## src/rtl/fifo_uart_tx_pkg.sv

```systemverilog
// Shared types for the FIFO-fed UART transmitter: FSM state encoding and data width.
package fifo_uart_pkg;
   localparam int UART_DATA_W = 8;

   typedef enum logic [2:0] {IDLE, FETCH, LATCH, START, DATA, STOP} utx_state_t;
endpackage

```

## src/rtl/fifo_uart_tx_if.sv

```systemverilog
// FIFO read side plus serial line and status of the UART drain stage.
// The master modport is the transmitter that pops the FIFO; slave is the surrounding logic.
interface fifo_uart_tx_if;
   import fifo_uart_pkg::*;

   logic                   enable;
   logic                   fifo_empty;
   logic [UART_DATA_W-1:0] fifo_data;
   logic                   fifo_rd_en;
   logic                   tx;
   logic                   busy;
   logic                   byte_done;

   modport master (
      input  enable, fifo_empty, fifo_data,
      output fifo_rd_en, tx, busy, byte_done
   );

   modport slave (
      output enable, fifo_empty, fifo_data,
      input  fifo_rd_en, tx, busy, byte_done
   );
endinterface

```

## src/rtl/fifo_uart_tx_baud_cnt.sv

```systemverilog
// Bit-period divider: counts 0..CLKS_PER_BIT-1 and flags the last cycle of each bit.
// clear holds the count at zero so every bit period starts aligned to a state entry.
module uart_baud_cnt #(
   parameter int CLKS_PER_BIT = 16,
   parameter int CNT_W        = $clog2(CLKS_PER_BIT)
) (
   input  logic             clk,
   input  logic             rst,
   input  logic             clear,
   output logic [CNT_W-1:0] count,
   output logic             bit_tick
);
   localparam logic [CNT_W-1:0] LAST = CNT_W'(CLKS_PER_BIT - 1);

   assign bit_tick = (count == LAST);

   always_ff @(posedge clk or posedge rst) begin
      if (rst) begin
         count <= '0;
      end else if (clear || bit_tick) begin
         count <= '0;
      end else begin
         count <= count + CNT_W'(1);
      end
   end
endmodule

```

## src/rtl/fifo_uart_tx.sv

```systemverilog
// Pops one byte per frame from a synchronous FIFO and sends it as UART 8N1/8N2, LSB first.
// All outputs are registered, so each is loaded with the value belonging to the next state.
module fifo_uart_tx
   import fifo_uart_pkg::*;
#(
   parameter int CLKS_PER_BIT = 16,
   parameter int STOP_BITS    = 1
) (
   input  logic             clk,
   input  logic             rst,
   fifo_uart_tx_if.master   bus
);
   localparam int CNT_W = $clog2(CLKS_PER_BIT);
   localparam logic [CNT_W-1:0] PRE_LAST = CNT_W'(CLKS_PER_BIT - 2);

   utx_state_t             state;
   logic [UART_DATA_W-1:0] shift;
   logic [2:0]             bit_cnt;
   logic                   stop_cnt;
   logic                   tx_q;
   logic                   rd_en_q;
   logic                   busy_q;
   logic                   done_q;

   logic [CNT_W-1:0]       baud_count;
   logic                   bit_tick;
   logic                   baud_clear;
   logic                   final_stop;
   logic                   start_ok;

   // The divider only runs while a bit is on the line, so it is at zero on entry to START.
   assign baud_clear = (state == IDLE) || (state == FETCH) || (state == LATCH);
   assign final_stop = (STOP_BITS == 1) || stop_cnt;
   assign start_ok   = bus.enable && !bus.fifo_empty;

   uart_baud_cnt #(
      .CLKS_PER_BIT (CLKS_PER_BIT),
      .CNT_W        (CNT_W)
   ) u_baud (
      .clk      (clk),
      .rst      (rst),
      .clear    (baud_clear),
      .count    (baud_count),
      .bit_tick (bit_tick)
   );

   always_ff @(posedge clk or posedge rst) begin
      if (rst) begin
         state    <= IDLE;
         shift    <= '0;
         bit_cnt  <= '0;
         stop_cnt <= 1'b0;
         tx_q     <= 1'b1;
         rd_en_q  <= 1'b0;
         busy_q   <= 1'b0;
         done_q   <= 1'b0;
      end else begin
         rd_en_q <= 1'b0;
         done_q  <= 1'b0;
         case (state)
            IDLE: begin
               if (start_ok) begin
                  state   <= FETCH;
                  rd_en_q <= 1'b1;
                  busy_q  <= 1'b1;
               end
            end
            FETCH: begin
               state <= LATCH;
            end
            LATCH: begin
               shift <= bus.fifo_data;
               state <= START;
               tx_q  <= 1'b0;
            end
            START: begin
               if (bit_tick) begin
                  state <= DATA;
                  tx_q  <= shift[0];
               end
            end
            DATA: begin
               if (bit_tick) begin
                  // bit_cnt wraps 7->0 on the final data bit, ready for the next frame.
                  bit_cnt <= bit_cnt + 3'd1;
                  shift   <= shift >> 1;
                  if (bit_cnt == 3'd7) begin
                     state <= STOP;
                     tx_q  <= 1'b1;
                  end else begin
                     tx_q  <= shift[1];
                  end
               end
            end
            STOP: begin
               if (final_stop && (baud_count == PRE_LAST)) begin
                  done_q <= 1'b1;
               end
               if (bit_tick) begin
                  if (final_stop) begin
                     stop_cnt <= 1'b0;
                     if (start_ok) begin
                        state   <= FETCH;
                        rd_en_q <= 1'b1;
                     end else begin
                        state   <= IDLE;
                        busy_q  <= 1'b0;
                     end
                  end else begin
                     stop_cnt <= 1'b1;
                  end
               end
            end
            default: begin
               state <= IDLE;
            end
         endcase
      end
   end

   assign bus.tx         = tx_q;
   assign bus.fifo_rd_en = rd_en_q;
   assign bus.busy       = busy_q;
   assign bus.byte_done  = done_q;
endmodule

```

## src/flat_wrapper.sv

```systemverilog
// flat-port wrapper written by rule: the top's interface ports become plain ports
module fifo_uart_tx_flat import fifo_uart_pkg::*;
#(
   parameter int CLKS_PER_BIT = 16,
   parameter int STOP_BITS    = 1
)
  (clk, rst, bus_enable, bus_fifo_empty, bus_fifo_data, bus_fifo_rd_en, bus_tx, bus_busy, bus_byte_done);
  fifo_uart_tx_if bus_i ();
  input  logic clk;
  input  logic rst;
  input wire logic [$bits(bus_i.enable)-1:0] bus_enable;
  input wire logic [$bits(bus_i.fifo_empty)-1:0] bus_fifo_empty;
  input wire logic [$bits(bus_i.fifo_data)-1:0] bus_fifo_data;
  output wire logic [$bits(bus_i.fifo_rd_en)-1:0] bus_fifo_rd_en;
  output wire logic [$bits(bus_i.tx)-1:0] bus_tx;
  output wire logic [$bits(bus_i.busy)-1:0] bus_busy;
  output wire logic [$bits(bus_i.byte_done)-1:0] bus_byte_done;
  assign bus_i.enable = bus_enable;
  assign bus_i.fifo_empty = bus_fifo_empty;
  assign bus_i.fifo_data = bus_fifo_data;
  assign bus_fifo_rd_en = bus_i.fifo_rd_en;
  assign bus_tx = bus_i.tx;
  assign bus_busy = bus_i.busy;
  assign bus_byte_done = bus_i.byte_done;
  fifo_uart_tx #(.CLKS_PER_BIT(CLKS_PER_BIT), .STOP_BITS(STOP_BITS)) u_core (.clk(clk), .rst(rst), .bus(bus_i));
endmodule
```

## config.mk

```make
export PLATFORM = sky130hd
export DESIGN_NAME = fifo_uart_tx_flat
export DESIGN_NICKNAME = d
export VERILOG_FILES = /design/src/rtl/fifo_uart_tx_pkg.sv /design/src/rtl/fifo_uart_tx_if.sv /design/src/rtl/fifo_uart_tx_baud_cnt.sv /design/src/rtl/fifo_uart_tx.sv /design/src/flat_wrapper.sv
export SDC_FILE = /design/constraint.sdc
export NUM_CORES = 1
export LEC_CHECK = 0
export BUFFER_PORTS_ARGS = -buffer_cell sky130_fd_sc_hd__buf_2
export CORE_UTILIZATION = 35
export CTS_CLUSTER_DIAMETER = 40
export CTS_CLUSTER_SIZE = 24
export DETAILED_ROUTE_END_ITERATION = 12
export GPL_TIMING_DRIVEN = 0
export PLACE_DENSITY = 0.52
export SYNTH_ARGS = -nofsm -noshare
export SYNTH_HDL_FRONTEND = slang
export SYNTH_HIERARCHICAL = 1
export SYNTH_SLANG_ARGS = --single-unit
```

## constraint.sdc

```tcl
create_clock -name clk -period 1.6 [get_ports clk]
set_input_delay 0.08 -clock clk [delete_from_list [all_inputs] [get_ports clk]]
set_output_delay 0.08 -clock clk [all_outputs]
set_load 0.02 [all_outputs]
```

==> results of run 1 <==
## critical path: cells and delay by family (launching register included)
family	cells	cell delay, ns
DFF	1	0.38
and+or+nand+nor	2	0.33
muxes	1	0.30
adders and majority gates	1	0.19
AOI/OAI and AO/OA	1	0.16
buffers and inverters	1	0.15
## cells in the final DEF (no fill, tap or decap), drive strengths merged, types with 2 or more instances in the layout
cell    count
xnor2       2
nor3        2
nand2b      3
inv         2
clkbuf      4
o21ai       3
nor2        3
dfrtp      21
nor2b       3
a21o        2
nor3b       3
nand2       4
buf        30
a21oi       6
ha          3
mux2       17
## path summary, 6_finish.rpt
path / from / end / slack [ns] / cells past startpoint
max in group asynchronous: rst / u_core/shift[0]$_DFFE_PP0P_ / 0.74 / 3
worst min-delay path: bus_fifo_data[7] / u_core/shift[7]$_DFFE_PP0P_ / 0.07 / 3
worst max register to register: u_core/u_baud/count[1]$_DFF_PP0_ / u_core/shift[2]$_DFFE_PP0P_ / -0.004 / 6
worst max-delay path: u_core/u_baud/count[1]$_DFF_PP0_ / u_core/shift[2]$_DFFE_PP0P_ / -0.004 / 6
worst min register to register: u_core/bit_cnt[0]$_DFFE_PP0P_ / u_core/bit_cnt[0]$_DFFE_PP0P_ / 0.50 / 1
min in group asynchronous: rst / u_core/u_baud/count[2]$_DFF_PP0_ / 0.19 / 3
## timing repair
action / in CTS / in global routing
pin swaps: 3 / 1
setup endpoints to repair: 10 / 8
hold endpoints to repair: 21 / 0
hold buffers: 1 / 0
cloned: 0 / 0
buffers inserted: 8 / 4
resized for setup: 2 / 6
## synthesized netlist by cell type (2+ instances only)
master,number
a21oi_1,5
buf_2,2
dfrtp_1,21
a21o_1,2
nand2_1,4
mux2_2,9
o21ai_0,2
nor3_1,2
nor3b_1,2
mux2_1,8
ha_1,3
xnor2_1,2
nor2_1,3
inv_1,2
nand2b_1,2
nor2b_1,3
## flip-flops by register name (all words and copies together) (netlist names)
name and count:
u_core/bus.fifo_rd_en 1, u_core/state 3, u_core/bus.tx 1, u_core/shift 8
u_core/u_baud/count 4, u_core/bit_cnt 3, u_core/bus.busy 1, u_core/bus.byte_done 1
## cell families after synthesis
kind of cell | after synthesis | synth area share (%)
multiplexers | 17 | 16.87
buffers and inverters | 6 | 2.866
XOR/XNOR | 2 | 1.544
adder cells (fa/ha/maj) | 3 | 3.308
AO/OA/AOI/OAI | 20 | 11.80
flip-flops | 22 | 48.62
AND/OR/NAND/NOR | 25 | 15.00
## layer usage
metal	vias up	GRT usage, %	routed length (um)
met3	2	2.198	63
met5	-	0	0
li1	410	-	-
met2	9	24.35	1163
met4	0	6.122	17
met1	401	17.71	970
## metrics by stage
stage | power, mW | util (%) | instances
6_report | 1.040 | 48.16 | 171
3_3_place_gp | 0.6247 | 41.76 | 154
5_1_grt | 1.088 | 48.16 | 171
3_5_place_dp | 0.6267 | 41.76 | 154
4_1_cts | 1.053 | 46.43 | 167
2_1_floorplan | 0.6055 | - | 95
## power breakdown
part	internal, mW	switching [mW]	leakage (nW)
Combinational	0.0274	0.0228	0.396
Sequential	0.566	0.00496	0.262
Clock	0.253	0.166	0.0279
## final cells by class
class	instances	area, um2
Tap cell	44	55.05
Fill cell	307	1583
Buffer	4	25.02
Sequential cell	22	551.8
Multi-Input combinational cell	67	590.6
Clock buffer	3	22.52
Inverter	2	7.507
Clock inverter	1	30.03
Timing Repair Buffer	28	187.7
==> flow_summary.json, run 1 <==
{
  "outcome": "complete, but fails checks",
  "failed_checks": "negative setup slack",
  "overflow": 0,
  "nets": 143,
  "critPathSlowestCell": "dfrtp_1",
  "required_ns": 1.80,
  "max_slew_margin_pct": 53.35,
  "fp.dieW_um": 58.94,
  "vias_per_cell": 4.807,
  "grt_pass1_wl_um": 3705,
  "syn2layout_area_growth_pct": 29.55,
  "setup_tns_ns": -0.005868,
  "path_class": "reg -> reg",
  "final.period_utilization_pct": 100.2,
  "first_global_vias": 844,
  "slowest_delay_ns": 0.38,
  "yosysUniqueCellTypes": 39,
  "cts_sinks": 22,
  "clk_latency_ns": 0.30,
  "ir_drop_v": 0.0004298,
  "synth_area_leader_cell": "dfrtp_1",
  "clkTransAtPathRegs_ns": 0.12,
  "drv_slew": 0,
  "place_ws_ns": -0.1981,
  "synth-main-ff-cell": "dfrtp_1",
  "avgSynthCellArea_um2": 11.95,
  "synth_seq_cells": 22,
  "placed_area_um2": 1275,
  "die_area_um2": 3474,
  "drt-total-wl_um": 2214,
  "portBuffers": 15,
  "worst_pin_slew_ns": 0.6989,
  "vias": 822,
  "power_leakage_nw": 0.6855,
  "cts-root-buf": "clkbuf_4",
  "cp.arrival_ns": 1.80,
  "cp_cell_sequence": "ha_2, and3_4, nand3b_1, a21oi_4, buf_12, mux2_4",
  "dieHeight_um": 58.94,
  "rows": 20,
  "core_um2": 3053,
  "fin_area_um2": 1470,
  "cts_max_level": 1,
  "startpoint_type": "register",
  "grt.total_usage_pct": 14.22,
  "drc": 0,
  "cts_buffer_depth": 2,
  "n_antenna_cell": 0,
  "hp-class": "in -> reg",
  "syn_area_um2": 1135,
  "boundaryPins": 16,
  "drt_iter0_drc": 21,
  "ys.warnings.count": 6,
  "finalClockSkew_ns": 0.0006941,
  "crit_path_max_fanout": 7,
  "syn-num-nets": 110,
  "cts_tree": "built",
  "synthArstFlopShare_pct": 100.0,
  "dp_hpwl_um": 1445,
  "syn_inst": 95,
  "postRouteAntennaNets": 0,
  "finalSetupViolCount": 3,
  "synth_top_cell_area_share_pct": 46.31,
  "start_util_pct": 37.17,
  "maxCapViolCount": 0,
  "rsz0062_at_grt": "yes",
  "synthTopCellsByArea": "dfrtp_1, mux2_2, mux2_1, ha_1, dfstp_2",
  "grt_max_degree": 19,
  "fmax_mhz": 623.6,
  "ys_seq_area_share_pct": 48.62,
  "setup_ws_ns": -0.003561,
  "synth_edf_count": 0,
  "hold_ws_ns": 0.06837,
  "numCtsBuffers": 3,
  "power_density_nw_per_um2": 707.6,
  "post-route-min-period_ns": 1.604,
  "grt_antenna_before_repair": 0,
  "hold_violations": 0,
  "gp_congestion": 0.7112,
  "drt_first_pass_iters": 4,
  "post_drt_wl_per_cell_um": 12.95,
  "end_kind": "register",
  "layout-drive-gt1-share_pct": 39.37
}
Power figures use the tool's default switching activity.
==> inputs of run 2 (changes only) <==
Settings changed: SKIP_LAST_GASP set to 1.
==> run 2 against run 1 <==
  * The flow still finishes with violations (negative setup slack)
  * Die area stayed put
  * Worst setup slack hardly changed
  * Highest routed layer unchanged
  * Combinational power hardly changed
  * Fmax hardly changed
  * Core utilization is 0.12 points lower
  * Sequential share of layout area is 0.096 points higher
  * Clock skew hardly changed
  * Worst hold slack hardly changed
  * Total power hardly changed
  * Design area is 0.26% lower
==> flow_summary.json, run 2 (synthesis results as in run 1) <==
{
  "core_um2": 3053,
  "reg2reg_depth": 6,
  "vias": 812,
  "finalClockSkew_ns": 0.0006754,
  "clk_latency_ns": 0.30,
  "power_leakage_nw": 0.6844,
  "failed_checks": "negative setup slack",
  "startpoint_type": "register",
  "rsz0062_at_grt": "yes",
  "finalSetupViolCount": 3,
  "crit_path_max_fanout": 7,
  "worst_pin_slew_ns": 0.7107,
  "die_area_um2": 3474,
  "boundaryPins": 16,
  "clkTransAtPathRegs_ns": 0.12,
  "grt_pass1_wl_um": 3705,
  "overflow": 0,
  "place_ws_ns": -0.1981,
  "top_register": "u_core/shift",
  "power_density_nw_per_um2": 709.6,
  "cp.arrival_ns": 1.80,
  "cts_max_level": 1,
  "layout-drive-gt1-share_pct": 38.58,
  "setup_ws_ns": -0.003212,
  "drv_slew": 0,
  "drt_first_pass_iters": 4,
  "fmax_mhz": 623.7,
  "dp_hpwl_um": 1445,
  "largestRegisters": "u_core/shift (8), u_core/u_baud/count (4)",
  "post_drt_wl_per_cell_um": 12.94,
  "final.period_utilization_pct": 100.2,
  "gp_congestion": 0.7112,
  "outcome": "complete, but fails checks",
  "start_util_pct": 37.17,
  "cts_sinks": 22,
  "layout_commonest_cell": "dfrtp_1",
  "hp-class": "in -> reg",
  "postRouteAntennaNets": 0,
  "post-route-min-period_ns": 1.603,
  "cts_buffer_depth": 2,
  "vias_per_cell": 4.749,
  "rows": 20,
  "numCtsBuffers": 3,
  "placed_area_um2": 1275,
  "n_antenna_cell": 0,
  "hold_ws_ns": 0.06809,
  "ir_drop_v": 0.0004298,
  "hold_violations": 0,
  "end_kind": "register",
  "fin_area_um2": 1466,
  "dieHeight_um": 58.94,
  "path_class": "reg -> reg",
  "required_ns": 1.80,
  "grt.total_usage_pct": 14.22,
  "cts_tree": "built",
  "cts-root-buf": "clkbuf_4",
  "drt_iter0_drc": 18,
  "grt_max_degree": 19,
  "grt_antenna_before_repair": 0,
  "syn2layout_area_growth_pct": 29.22,
  "nets": 143,
  "utilization_pct": 48.03,
  "maxCapViolCount": 0,
  "portBuffers": 15,
  "largest_reg_flops": 8,
  "min_path_cells": 3,
  "final_cell_mix": "dfrtp_1, buf_2, buf_4, mux2_1, mux2_4",
  "first_global_vias": 844,
  "max_slew_margin_pct": 52.57,
  "drt-total-wl_um": 2212,
  "fp.dieW_um": 58.94,
  "drc": 0,
  "setup_tns_ns": -0.004821
}
-- run 2: cell counts in the layout (fill, tap and decap cells not counted) --
Identical to the previous run, type by type.
-- run 2: timing repair --
action,4_1_cts,5_1_grt
resized for setup,2,5
setup endpoints to repair,10,8
hold buffers,1,0
hold endpoints to repair,21,0
pin swaps,3,1
cloned,0,0
setup buffers,8,4
-- run 2: metal layers --
layer  global-route usage (%)  up-vias  share of wire (%)
li1                         -      412                  -
met1                    17.71      391                 45
met2                    24.35        7                 52
met3                    2.198        2                2.2
met4                    6.122        0               0.77
met5                        0        -                  0
-- run 2: final timing paths --
kind | slack (ns) | startpoint | to
max reg2reg | -0.003 | u_core/u_baud/count[1]$_DFF_PP0_ | u_core/shift[2]$_DFFE_PP0P_
min in group asynchronous | 0.19 | rst | u_core/u_baud/count[2]$_DFF_PP0_
max in group asynchronous | 0.73 | rst | u_core/shift[0]$_DFFE_PP0P_
max | -0.003 | u_core/u_baud/count[1]$_DFF_PP0_ | u_core/shift[2]$_DFFE_PP0P_
min reg2reg | 0.50 | u_core/bit_cnt[0]$_DFFE_PP0P_ | u_core/bit_cnt[0]$_DFFE_PP0P_
min | 0.07 | bus_fifo_data[7] | u_core/shift[7]$_DFFE_PP0P_
-- run 2: final cells by class --
class,instances,area (um2)
Sequential cell,22,551.8
Inverter,2,7.507
Fill cell,309,1587
Tap cell,44,55.05
Clock buffer,3,22.52
Timing Repair Buffer,28,187.7
Buffer,4,25.02
Clock inverter,1,30.03
Multi-Input combinational cell,67,586.8
-- run 2: per-stage QoR --
step | instances | power (mW)
global placement | 154 | 0.6247
global route | 171 | 1.088
floorplan | 95 | 0.6055
finish | 171 | 1.041
detailed placement | 154 | 0.6267
CTS | 167 | 1.053
-- run 2: power breakdown --
group	internal, mW	switching, mW	leakage [nW]
logic	0.0274	0.0230	0.395
clock network	0.253	0.166	0.0279
registers	0.566	0.00496	0.262
total	0.846	0.194	0.684
-- run 2: critical path: stages (launching register included) --
cell and delay (ns):
dfrtp_1 0.38, ha_2 0.19, and3_4 0.21, nand3b_1 0.12, a21oi_4 0.16, buf_12 0.15
mux2_4 0.30
==> inputs of run 3 (changes only) <==
Settings changed: PLACE_DENSITY 0.52 to unset.
==> run 3 against run 2 <==
  * The flow still finishes with violations (negative setup slack)
  * Core utilization down 0.61 points
  * Wire length down 6.1%
  * Critical endpoint is now u_core/shift[5]$_DFFE_PP0P_
  * Sequential cell count unchanged
  * Clock skew up 0.010 ns
  * Clock power about the same
  * Sequential share of layout area up 0.57 points
  * Final cell count down 2.3%
  * Largest cell class unchanged
  * Design area down 1.3%
==> flow_summary.json, run 3 (synthesis results as in run 1) <==
{
  "outcome": "complete, but fails checks",
  "failed_checks": "negative setup slack",
  "reg2reg_depth": 6,
  "startpoint_type": "register",
  "finalSetupViolCount": 3,
  "power_density_nw_per_um2": 719.0,
  "syn2layout_area_growth_pct": 27.56,
  "p_comb_share_pct": 4.8,
  "power_leakage_nw": 0.6685,
  "drv_slew": 0,
  "maxCapViolCount": 0,
  "placed_area_um2": 1275,
  "hold_ws_ns": 0.07986,
  "drt-total-wl_um": 2078,
  "layout_commonest_cell": "dfrtp_1",
  "postRouteAntennaNets": 0,
  "rsz0062_at_grt": "yes",
  "fin_area_um2": 1448,
  "max_slew_margin_pct": 52.53,
  "largestRegisters": "u_core/shift (8), u_core/u_baud/count (4)",
  "cts-root-buf": "clkbuf_4",
  "nets": 139,
  "grt_pass1_wl_um": 3739,
  "hold_violations": 0,
  "grt_max_degree": 19,
  "clkTransAtPathRegs_ns": 0.13,
  "swShare_pct": 18.71,
  "post-route-min-period_ns": 1.611,
  "post_drt_wl_per_cell_um": 12.44,
  "cts_buffer_depth": 2,
  "start_util_pct": 37.17,
  "worst_pin_slew_ns": 0.7112,
  "largest_reg_flops": 8,
  "cts_max_level": 1,
  "first_global_vias": 833,
  "final.period_utilization_pct": 100.7,
  "rows": 20,
  "cts_sinks": 22,
  "n_antenna_cell": 0,
  "cp.arrival_ns": 1.80,
  "numCtsBuffers": 3,
  "core_um2": 3053,
  "end_kind": "register",
  "setup_ws_ns": -0.01082,
  "gp_congestion": 0.7174,
  "fmax_mhz": 620.8,
  "crit_path_max_fanout": 7,
  "overflow": 0,
  "dieHeight_um": 58.94,
  "die_area_um2": 3474,
  "dp_hpwl_um": 1467,
  "hp-class": "in -> reg",
  "drt_iter0_drc": 17,
  "finalClockSkew_ns": 0.01089,
  "net-switching-power_uw": 194.7,
  "vias_per_cell": 4.790,
  "cts_tree": "built",
  "intPower_uw": 846.1,
  "grt_antenna_before_repair": 0,
  "grt.total_usage_pct": 14.33,
  "fin_cells": 167,
  "placedCellCount": 154,
  "ir_drop_v": 0.0003521,
  "final_cell_mix": "dfrtp_1, buf_2, mux2_1, mux2_4, buf_4",
  "clk_latency_ns": 0.30,
  "fp.dieW_um": 58.94,
  "power_frac_clock_pct": 40.4,
  "portBuffers": 15,
  "vias": 800,
  "layout-drive-gt1-share_pct": 37.40,
  "p_total_mw": 1.041,
  "p_seq_share_pct": 54.8,
  "boundaryPins": 16,
  "required_ns": 1.79,
  "drc": 0,
  "top_register": "u_core/shift",
  "min_path_cells": 3,
  "drt_first_pass_iters": 2,
  "path_class": "reg -> reg"
}
run 3: changes by cell type in the layout (fill, tap and decap cells not counted):
cell,delta
dfrtp_1,-1
ha_4,+1
buf_4,-4
ha_2,-1
dfrtp_2,+1
run 3: routing by layer:
metal	vias to the layer above	GRT usage (%)	part of all wire, %
met1	383	17.90	47
met3	2	2.198	3.5
li1	402	-	-
met5	-	0	0
met2	13	24.51	49
met4	0	6.122	0.91
run 3: area by class of cell:
type	count	area (um2)
Sequential cell	22	553.0
Clock inverter	1	30.03
Fill cell	308	1605
Multi-Input combinational cell	67	596.8
Timing Repair Buffer	24	157.7
Buffer	4	25.02
Clock buffer	3	22.52
Inverter	2	7.507
Tap cell	44	55.05
run 3: through the flow:
step	setup slack (ns)	util (%)	setup TNS [ns]
6_report	-0.01082	47.42	-0.02555
4_1_cts	-0.03290	47.38	-0.1716
2_1_floorplan	-0.02001	-	-0.1401
3_5_place_dp	-0.2064	41.76	-1.501
3_3_place_gp	-0.1439	41.76	-1.052
5_1_grt	-0.06065	47.42	-0.4039
run 3: path summary, 6_finish.rpt:
kind                                                   from  slack (ns)                                to
hold reg to reg               u_core/bit_cnt[0]$_DFFE_PP0P_        0.50     u_core/bit_cnt[0]$_DFFE_PP0P_
min in group asynchronous                               rst        0.18  u_core/u_baud/count[2]$_DFF_PP0_
setup / recovery           u_core/u_baud/count[1]$_DFF_PP0_       -0.01       u_core/shift[5]$_DFFE_PP0P_
setup reg to reg           u_core/u_baud/count[1]$_DFF_PP0_       -0.01       u_core/shift[5]$_DFFE_PP0P_
max in group asynchronous                               rst        0.67       u_core/state[1]$_DFFE_PP0P_
hold / removal                             bus_fifo_data[7]        0.08       u_core/shift[7]$_DFFE_PP0P_
run 3: what timing repair did:
action,4_1_cts,5_1_grt
resized for setup,8,1
hold buffers,1,0
pin swaps,3,2
endpoints found under the hold margin,21,0
buffers inserted,8,0
setup endpoints to repair,10,8
run 3: power by group through the flow:
stage / clock network [mW] / logic, mW / registers, mW
2_1_floorplan: 0 / 0.0243 / 0.581
3_5_place_dp: 0 / 0.0455 / 0.581
5_1_grt: 0.460 / 0.0574 / 0.572
3_3_place_gp: 0 / 0.0437 / 0.581
6_report: 0.420 / 0.0501 / 0.571
4_1_cts: 0.437 / 0.0519 / 0.571
run 3: critical path: stages, from the launching register on:
cell and delay, ns:
dfrtp_1 0.43, ha_4 0.15, and3_4 0.20, nand3b_1 0.12, a21oi_4 0.16, buf_12 0.14
mux2_4 0.30
